### src/rtl/stage_queue_if.sv
// rtl/stage_queue_if.sv - handshake bundle between a pipeline stage queue and its neighbours
interface stage_queue_if #(
  parameter int WIDTH = 64,
  parameter int DEPTH = 2
);
  logic                       flush;
  logic                       in_valid;
  logic                       in_allowin;
  logic [WIDTH-1:0]           in_data;
  logic                       out_valid;
  logic                       out_allowin;
  logic [WIDTH-1:0]           out_data;
  logic [$clog2(DEPTH+1)-1:0] count;
  logic                       full;
  logic                       empty;

  modport master (
    output flush, in_valid, in_data, out_allowin,
    input  in_allowin, out_valid, out_data, count, full, empty
  );

  modport slave (
    input  flush, in_valid, in_data, out_allowin,
    output in_allowin, out_valid, out_data, count, full, empty
  );
endinterface

### src/rtl/stage_queue.sv
// rtl/stage_queue.sv - circular-buffer queue decoupling two pipeline stages
module stage_queue #(
  parameter int WIDTH = 64,
  parameter int DEPTH = 2
) (
  input  logic             clk,
  input  logic             resetn,
  stage_queue_if.slave     q
);
  localparam int AW = $clog2(DEPTH);
  localparam int CW = $clog2(DEPTH+1);
  localparam logic [CW-1:0] CNT_ONE  = CW'(1);
  localparam logic [CW-1:0] CNT_FULL = CW'(DEPTH);
  localparam logic [AW-1:0] PTR_ONE  = AW'(1);

  logic [WIDTH-1:0] mem [DEPTH];
  logic [AW-1:0]    rd_ptr;
  logic [AW-1:0]    wr_ptr;
  logic [CW-1:0]    cnt;
  logic             push;
  logic             pop;

  // allowin depends only on occupancy, so a pop never frees a slot in the same cycle
  assign q.full       = (cnt == CNT_FULL);
  assign q.empty      = (cnt == '0);
  assign q.count      = cnt;
  assign q.in_allowin = !q.full;
  assign q.out_valid  = !q.empty && !q.flush;
  assign q.out_data   = q.out_valid ? mem[rd_ptr] : '0;

  assign push = q.in_valid && q.in_allowin && !q.flush;
  assign pop  = q.out_valid && q.out_allowin;

  always_ff @(posedge clk or negedge resetn) begin
    if (!resetn) begin
      rd_ptr <= '0;
      wr_ptr <= '0;
      cnt    <= '0;
      for (int i = 0; i < DEPTH; i++) mem[i] <= '0;
    end else if (q.flush) begin
      rd_ptr <= '0;
      wr_ptr <= '0;
      cnt    <= '0;
    end else begin
      if (push) begin
        mem[wr_ptr] <= q.in_data;
        wr_ptr      <= wr_ptr + PTR_ONE;
      end
      if (pop) rd_ptr <= rd_ptr + PTR_ONE;
      if (push && !pop)      cnt <= cnt + CNT_ONE;
      else if (pop && !push) cnt <= cnt - CNT_ONE;
    end
  end
endmodule

### src/flat_wrapper.sv
// flat-port wrapper written by rule: the top's interface ports become plain ports
module stage_queue_flat 
#(
  parameter int WIDTH = 64,
  parameter int DEPTH = 2
)
  (clk, resetn, q_flush, q_in_valid, q_in_data, q_out_allowin, q_in_allowin, q_out_valid, q_out_data, q_count, q_full, q_empty);
  stage_queue_if #(.WIDTH(WIDTH), .DEPTH(DEPTH)) q_i ();
  input  logic clk;
  input  logic resetn;
  input wire logic [$bits(q_i.flush)-1:0] q_flush;
  input wire logic [$bits(q_i.in_valid)-1:0] q_in_valid;
  input wire logic [$bits(q_i.in_data)-1:0] q_in_data;
  input wire logic [$bits(q_i.out_allowin)-1:0] q_out_allowin;
  output wire logic [$bits(q_i.in_allowin)-1:0] q_in_allowin;
  output wire logic [$bits(q_i.out_valid)-1:0] q_out_valid;
  output wire logic [$bits(q_i.out_data)-1:0] q_out_data;
  output wire logic [$bits(q_i.count)-1:0] q_count;
  output wire logic [$bits(q_i.full)-1:0] q_full;
  output wire logic [$bits(q_i.empty)-1:0] q_empty;
  assign q_i.flush = q_flush;
  assign q_i.in_valid = q_in_valid;
  assign q_i.in_data = q_in_data;
  assign q_i.out_allowin = q_out_allowin;
  assign q_in_allowin = q_i.in_allowin;
  assign q_out_valid = q_i.out_valid;
  assign q_out_data = q_i.out_data;
  assign q_count = q_i.count;
  assign q_full = q_i.full;
  assign q_empty = q_i.empty;
  stage_queue #(.WIDTH(WIDTH), .DEPTH(DEPTH)) u_core (.clk(clk), .resetn(resetn), .q(q_i));
endmodule
### config.mk
export PLATFORM = sky130hd
export DESIGN_NAME = stage_queue_flat
export DESIGN_NICKNAME = d
export VERILOG_FILES = /design/src/rtl/stage_queue_if.sv /design/src/rtl/stage_queue.sv /design/src/flat_wrapper.sv
export SDC_FILE = /design/constraint.sdc
export NUM_CORES = 1
export LEC_CHECK = 0
export ABC_CLOCK_PERIOD_IN_PS = 2340
export BUFFER_PORTS_ARGS = -buffer_cell sky130_fd_sc_hd__clkbuf_2
export CAP_MARGIN = 0
export CORE_ASPECT_RATIO = 2
export CORE_MARGIN = 8
export CORE_UTILIZATION = 40
export DETAILED_ROUTE_END_ITERATION = 12
export GPL_ROUTABILITY_DRIVEN = 0
export PLACE_DENSITY = 0.61
export SLEW_MARGIN = 20
export SYNTH_ARGS = -nofsm -noshare
export SYNTH_HDL_FRONTEND = slang
export SYNTH_SLANG_ARGS = --single-unit
export TNS_END_PERCENT = 100
### constraint.sdc
create_clock -name clk -period 2.34 [get_ports clk]
set_input_delay 0.468 -clock clk [delete_from_list [all_inputs] [get_ports clk]]
set_output_delay 0.468 -clock clk [all_outputs]
set_load 0.1 [all_outputs]
* Word-level counts from Yosys, hierarchy flattened *
Cells that the tools add are included.
Widths: inputs -> output; s select.

cells by class
  $add $sub $neg = 4
  order comparisons = 3
  equality and inequality tests = 1
  muxes and demuxes = 14
  bitwise logic cells = 3
  reduce and logical (&&, ||, !) cells = 17

operators with widths
  kind                 count
  $mux 64              5
  $bwmux 128           1
  $demux 64 s1         1
  $logic_and 1x1->1    7
  $mux 2               3
  $logic_not 1->1      5
  $ge 2x2->1 const B   2
  $mux 1               4
  $not 1->2            2
  $reduce_bool 2->1    2
  $reduce_bool 3->1    1
  $add 1x1->1 const B  2
  $add 2x1->2 const B  1
  $eq 2x2->1 const B   1
  $logic_not 2->1      1
  $lt 2x1->1 const B   1
  $reduce_and 2->1     1
  $sub 2x1->2 const B  1
  $not 1->1            1

storage, ports and cells
  register bits after elaboration = 132
  bits of input ports = 69
  output and inout bits = 70
  logic and storage cells = 47

* Logic depth before layout (Yosys ltp) *
  word-level depth = 9
  gate-level depth with buffers = 5

* Least setup slack after synthesis *
Ideal clock, no wire load.

  path type = flip-flop to output port
  start = register u_core.cnt[1] (netlist: u_core.q.count[1])
  end = output port q_out_data[0]
  data arrival time = 3.855 ns
  path slack = -1.983 ns
  stages on the path, launching flop included = 6
  buffers on the path = 2
  cell sequence = dfrtp_1 -> nor2_1 -> or2_2 -> clkbuf_1 -> buf_1 -> nor2_1

on the way
  cells in the longest elaborated chain, start to end = 4

ends and longest elaborated chain
  item                    RTL line            text
  from (decl)             stage_queue.sv:19   logic [CW-1:0] cnt;
  from (signal assigned)  stage_queue.sv:50   if (push && !pop) cnt <= cnt + CNT_ONE;
  from (signal assigned)  stage_queue.sv:51   else if (pop && !push) cnt <= cnt - CNT_ONE;
  $logic_not 2->1         stage_queue.sv:25   assign q.empty = (cnt == '0);
  named net q_empty       flat_wrapper.sv:20  output wire logic [$bits(q_i.empty)-1:0] q_empty;
  $logic_not 1->1         stage_queue.sv:28   assign q.out_valid = !q.empty && !q.flush;
  $logic_and 1x1->1       stage_queue.sv:28
  $mux 64                 stage_queue.sv:29   assign q.out_data = q.out_valid ? mem[rd_ptr] : '0;
  to (decl)               flat_wrapper.sv:17  output wire logic [$bits(q_i.out_data)-1:0] q_out_data;

The timed path passes the listed nets, and every way through them passes these cells.

* Worst setup path in the final report *
  start = register u_core.cnt[0] (netlist: u_core.q.count[0])
  end = output port q_out_data[55]

on the way
  cells in the longest elaborated chain, start to end = 4

ends and longest elaborated chain
  item               RTL line
  $logic_not 2->1    stage_queue.sv:25
  $logic_not 1->1    stage_queue.sv:28
  $logic_and 1x1->1  stage_queue.sv:28
  $mux 64            stage_queue.sv:29

No other way between the ends.

==> summary by stage <==
Floorplan
The die width is 102.1 um. The initial utilization of the core area, before any placement, comes to 40.49%. The I/O pin total is 139.

Row generation in the floorplan step produced 63 rows. The die extent in y is 188.3 um. The die covers 0.01923 mm2.

The region available for standard cell placement spans 0.01466 mm2.

Clocking
TritonCTS built the clock tree. For this design, the sink count on the clock tree is 132. The cell sitting at the root of the clock tree is a clkbuf_16. For the worst-skew pair, the clock arrives at the later sink with an insertion delay of 410 ps. Counting the buffers created by CTS gives 17. The clock-pin slew reported for the worst setup and hold paths after clock tree synthesis is 60 ps. The maximum clock path buffer count is 2. The H-tree generated during clock tree synthesis spans 4 levels. The total of hold buffers inserted after clock tree synthesis is 0.

Placed design
In this run the tool buffered the top-level ports with 138 buffer cells. The placed wire-length estimate after detailed placement is 9378 um. The cell area after placement is 0.008348 mm2.

The count of placed standard cells including taps is 758.

GRT
The number of global-route vias before repair came to 4263. The overall routing resource usage is 14.74%. The final global-route overflow total is 0. The first global-routing pass estimated 22220 um of wire. Entering global routing, the biggest net connects 61 pins. The initial antenna violation count is 0.

Worst setup path
The data arrival time of the critical path is 1830 ps. For this run, the slowest stage of the critical path takes 450 ps. The critical path goes through nor2_4 -> or2_4 -> buf_16 -> nor2_2 -> buf_12.

The first element of the critical path is u_core.q.count[0]. At the worst endpoint, the required time is 1870 ps. By startpoint and endpoint, the worst setup path is classified as reg -> out. The critical path's slowest cell is dfrtp_4. The startpoint identified for the worst register-to-register timing path is u_core.q.count[1]. The nature of the critical path endpoint is a primary output. STA classifies the critical path startpoint as a flip-flop. The cell family contributing the most delay on the critical path is simple AND/OR/NAND/NOR gates. The critical path contains buffers and inverters numbering 2 combined.

The maximum fanout along the worst path is 12.

Yosys
The net count after synthesis is 507. In the synthesized netlist, mux cells make up 35.24% of the area. The number of flops mapped to enable cells by yosys is 0. Among all flip-flop cells after synthesis, the most frequent one is dfrtp_1. Summing the areas of all fa, ha and maj instances in the mapped netlist gives 0% of the synthesized area.

Summing the areas of all and, or, nand and nor instances in the mapped netlist gives 5.395% of the synthesized area. In this run the mean area of a mapped cell was 13.55 um2. After synthesis, the largest family of logic cells by area is multiplexers. The compound-gate portion of the synthesized area is 0.7587%. The number of standard cells after synthesis is 438. The post-synth design cell area is 0.005937 mm2. Summing the areas of all xor and xnor instances in the mapped netlist gives 0.1475% of the synthesized area. The Yosys step of the flow raised 0 warnings. The flop and latch count out of synthesis is 132. After synthesis, the share of flip-flops with an asynchronous set or reset is 100.0%. The synthesized netlist contains 23 unique library cells. Sequential cells were found to cover 55.64% of the synthesized design area.

Job
The max capacitance violation total is 0.

STA
The maximum clock frequency is 0.4351 GHz. Setup repair after global routing left no endpoint under its margin. The post-route clock skew is 8.260 ps. Setup violations remaining at the end of the flow were counted as 0. The worst-margin pin slew is 600.1 ps. Headroom to the max-slew limit came out at 59.99%.

For the finished layout, the period the worst path requires is 2298 ps. The number of hold violations in the final report is 0. Of the available clock period, the critical path in the final layout requires 98.22%. The max-slew violation total from the final report was 0.

Detailed routing
The violation count after the first detailed-routing iteration is 76. Wires add up to 13860 um. Dividing the detail-routed via count by the number of cells gives 4.934. The routed layout has 3947 vias. The final routed wire length divided by cell count is 17.33 um. The remaining number of nets flagged by the antenna check after routing is 0. The DRC violations left is 0.

The first-pass iteration count of the detailed router is 4.

Finish
The post-route netlist has 64.46% of its cells at a drive strength greater than 1. In the final design database the tool counted 661 nets. The repair_antennas step left the layout with diodes totalling 0. The library cells used most frequently in the layout, excluding fill and tap cells, are dfrtp_1 (129), mux2_2 (123), buf_12 (76).

The post-route non-filler standard cell count is 800. From synthesis to final layout, the design area changed by 52.58%. The most common library cell in the layout ignoring fill and taps is dfrtp_1.

With fillers left out, the area of the finished cells amounts to 0.009059 mm2.

Outcome
The flow ran to the end, and the final reports show no timing, DRC or antenna violations.

Power and ir drop
The total power density per cell area is 881.2 mW/mm2. The leakage power summed over all cells is 3.731 nW. IR analysis of the VDD net gives a maximum drop of 0.0005489 V.

Min path
The worst min-delay path class is in -> async.
-- per-layer routing --
layer,wire (um),global-route usage (%)
met1,5964,18.17
met2,6766,23.08
met3,971,5.176
met4,160,5.122
met5,0,0
-- area by class of cell --
type / count / area (um2)
Fill cell: 1169 / 5603
Clock inverter: 12 / 95.09
Sequential cell: 132 / 3314
Inverter: 3 / 15.01
Tap cell: 195 / 244.0
Multi-Input combinational cell: 277 / 2885
Timing Repair Buffer: 161 / 2048
Clock buffer: 20 / 456.7
-- stage by stage --
stage                     hold slack, ps  worst slack, ps  util, %  setup TNS (ps)  total power, mW
after floorplan                    172.4           -485.8        -          -45490            4.781
after CTS                          50.26            3.564    60.87               0            8.032
after global placement             467.1            250.4    56.94               0            5.483
final                              20.51            41.56    61.79               0            7.983
after detailed placement           474.7            224.4    56.94               0            5.549
after global routing               75.55           0.7128    61.79               0            8.358
-- what timing repair did --
item	in CTS	in global routing
resized for setup	1	9
cloned	0	4
pin swaps	0	2
setup buffers	3	3
setup endpoints to repair	58	22
-- state kept, by name, indices dropped and copies added, names as in the netlist --
| name | cells |
|---|---|
| u_core.mem | 128 |
| u_core.q.count | 2 |
| u_core.rd_ptr | 1 |
| u_core.wr_ptr | 1 |
-- worst register-to-register path, stage by stage, from the launching register on --
cell and delay (ps):
dfrtp_4 510, buf_4 150, or2b_2 190, inv_2 70, nor4_4 270, buf_12 270, mux2_2 400
-- final timing paths --
kind	to	slack (ps)	depth (start not counted)
max	q_out_data[55]	40	5
min	u_core.mem[17]	20	1
max reg2reg	u_core.mem[100]	360	6
min reg2reg	u_core.mem[104]	490	1
max in group asynchronous	u_core.mem[114]	1640	2
min in group clk	u_core.mem[75]	290	2
-- report_power, final --
group | total, mW | internal [mW] | switching [mW] | leakage, nW
Clock | 2.45 | 1.43 | 1.02 | 0.256
Combinational | 2.42 | 1.06 | 1.35 | 1.90
Sequential | 3.12 | 2.84 | 0.274 | 1.57
Total | 7.98 | 5.33 | 2.65 | 3.73
-- Yosys cell counts (2+ instances only) --
cell,instances,area share (%)
a21oi_1,4,0.34
buf_1,10,0.63
buf_2,8,0.67
buf_6,6,1.1
clkbuf_1,3,0.19
dfrtp_1,132,56
inv_1,2,0.13
mux2_1,5,0.95
mux2_2,123,23
mux2i_1,65,11
nor2_1,66,4.2
o21ai_0,2,0.17
or2_2,2,0.21
-- cells by family after synthesis --
family,after synthesis
AO/OA/AOI/OAI,8
multiplexers,193
flip-flops,132
AND/OR/NAND/NOR,74
XOR/XNOR,1
buffers and inverters,30
Power figures use the tool's default switching activity.
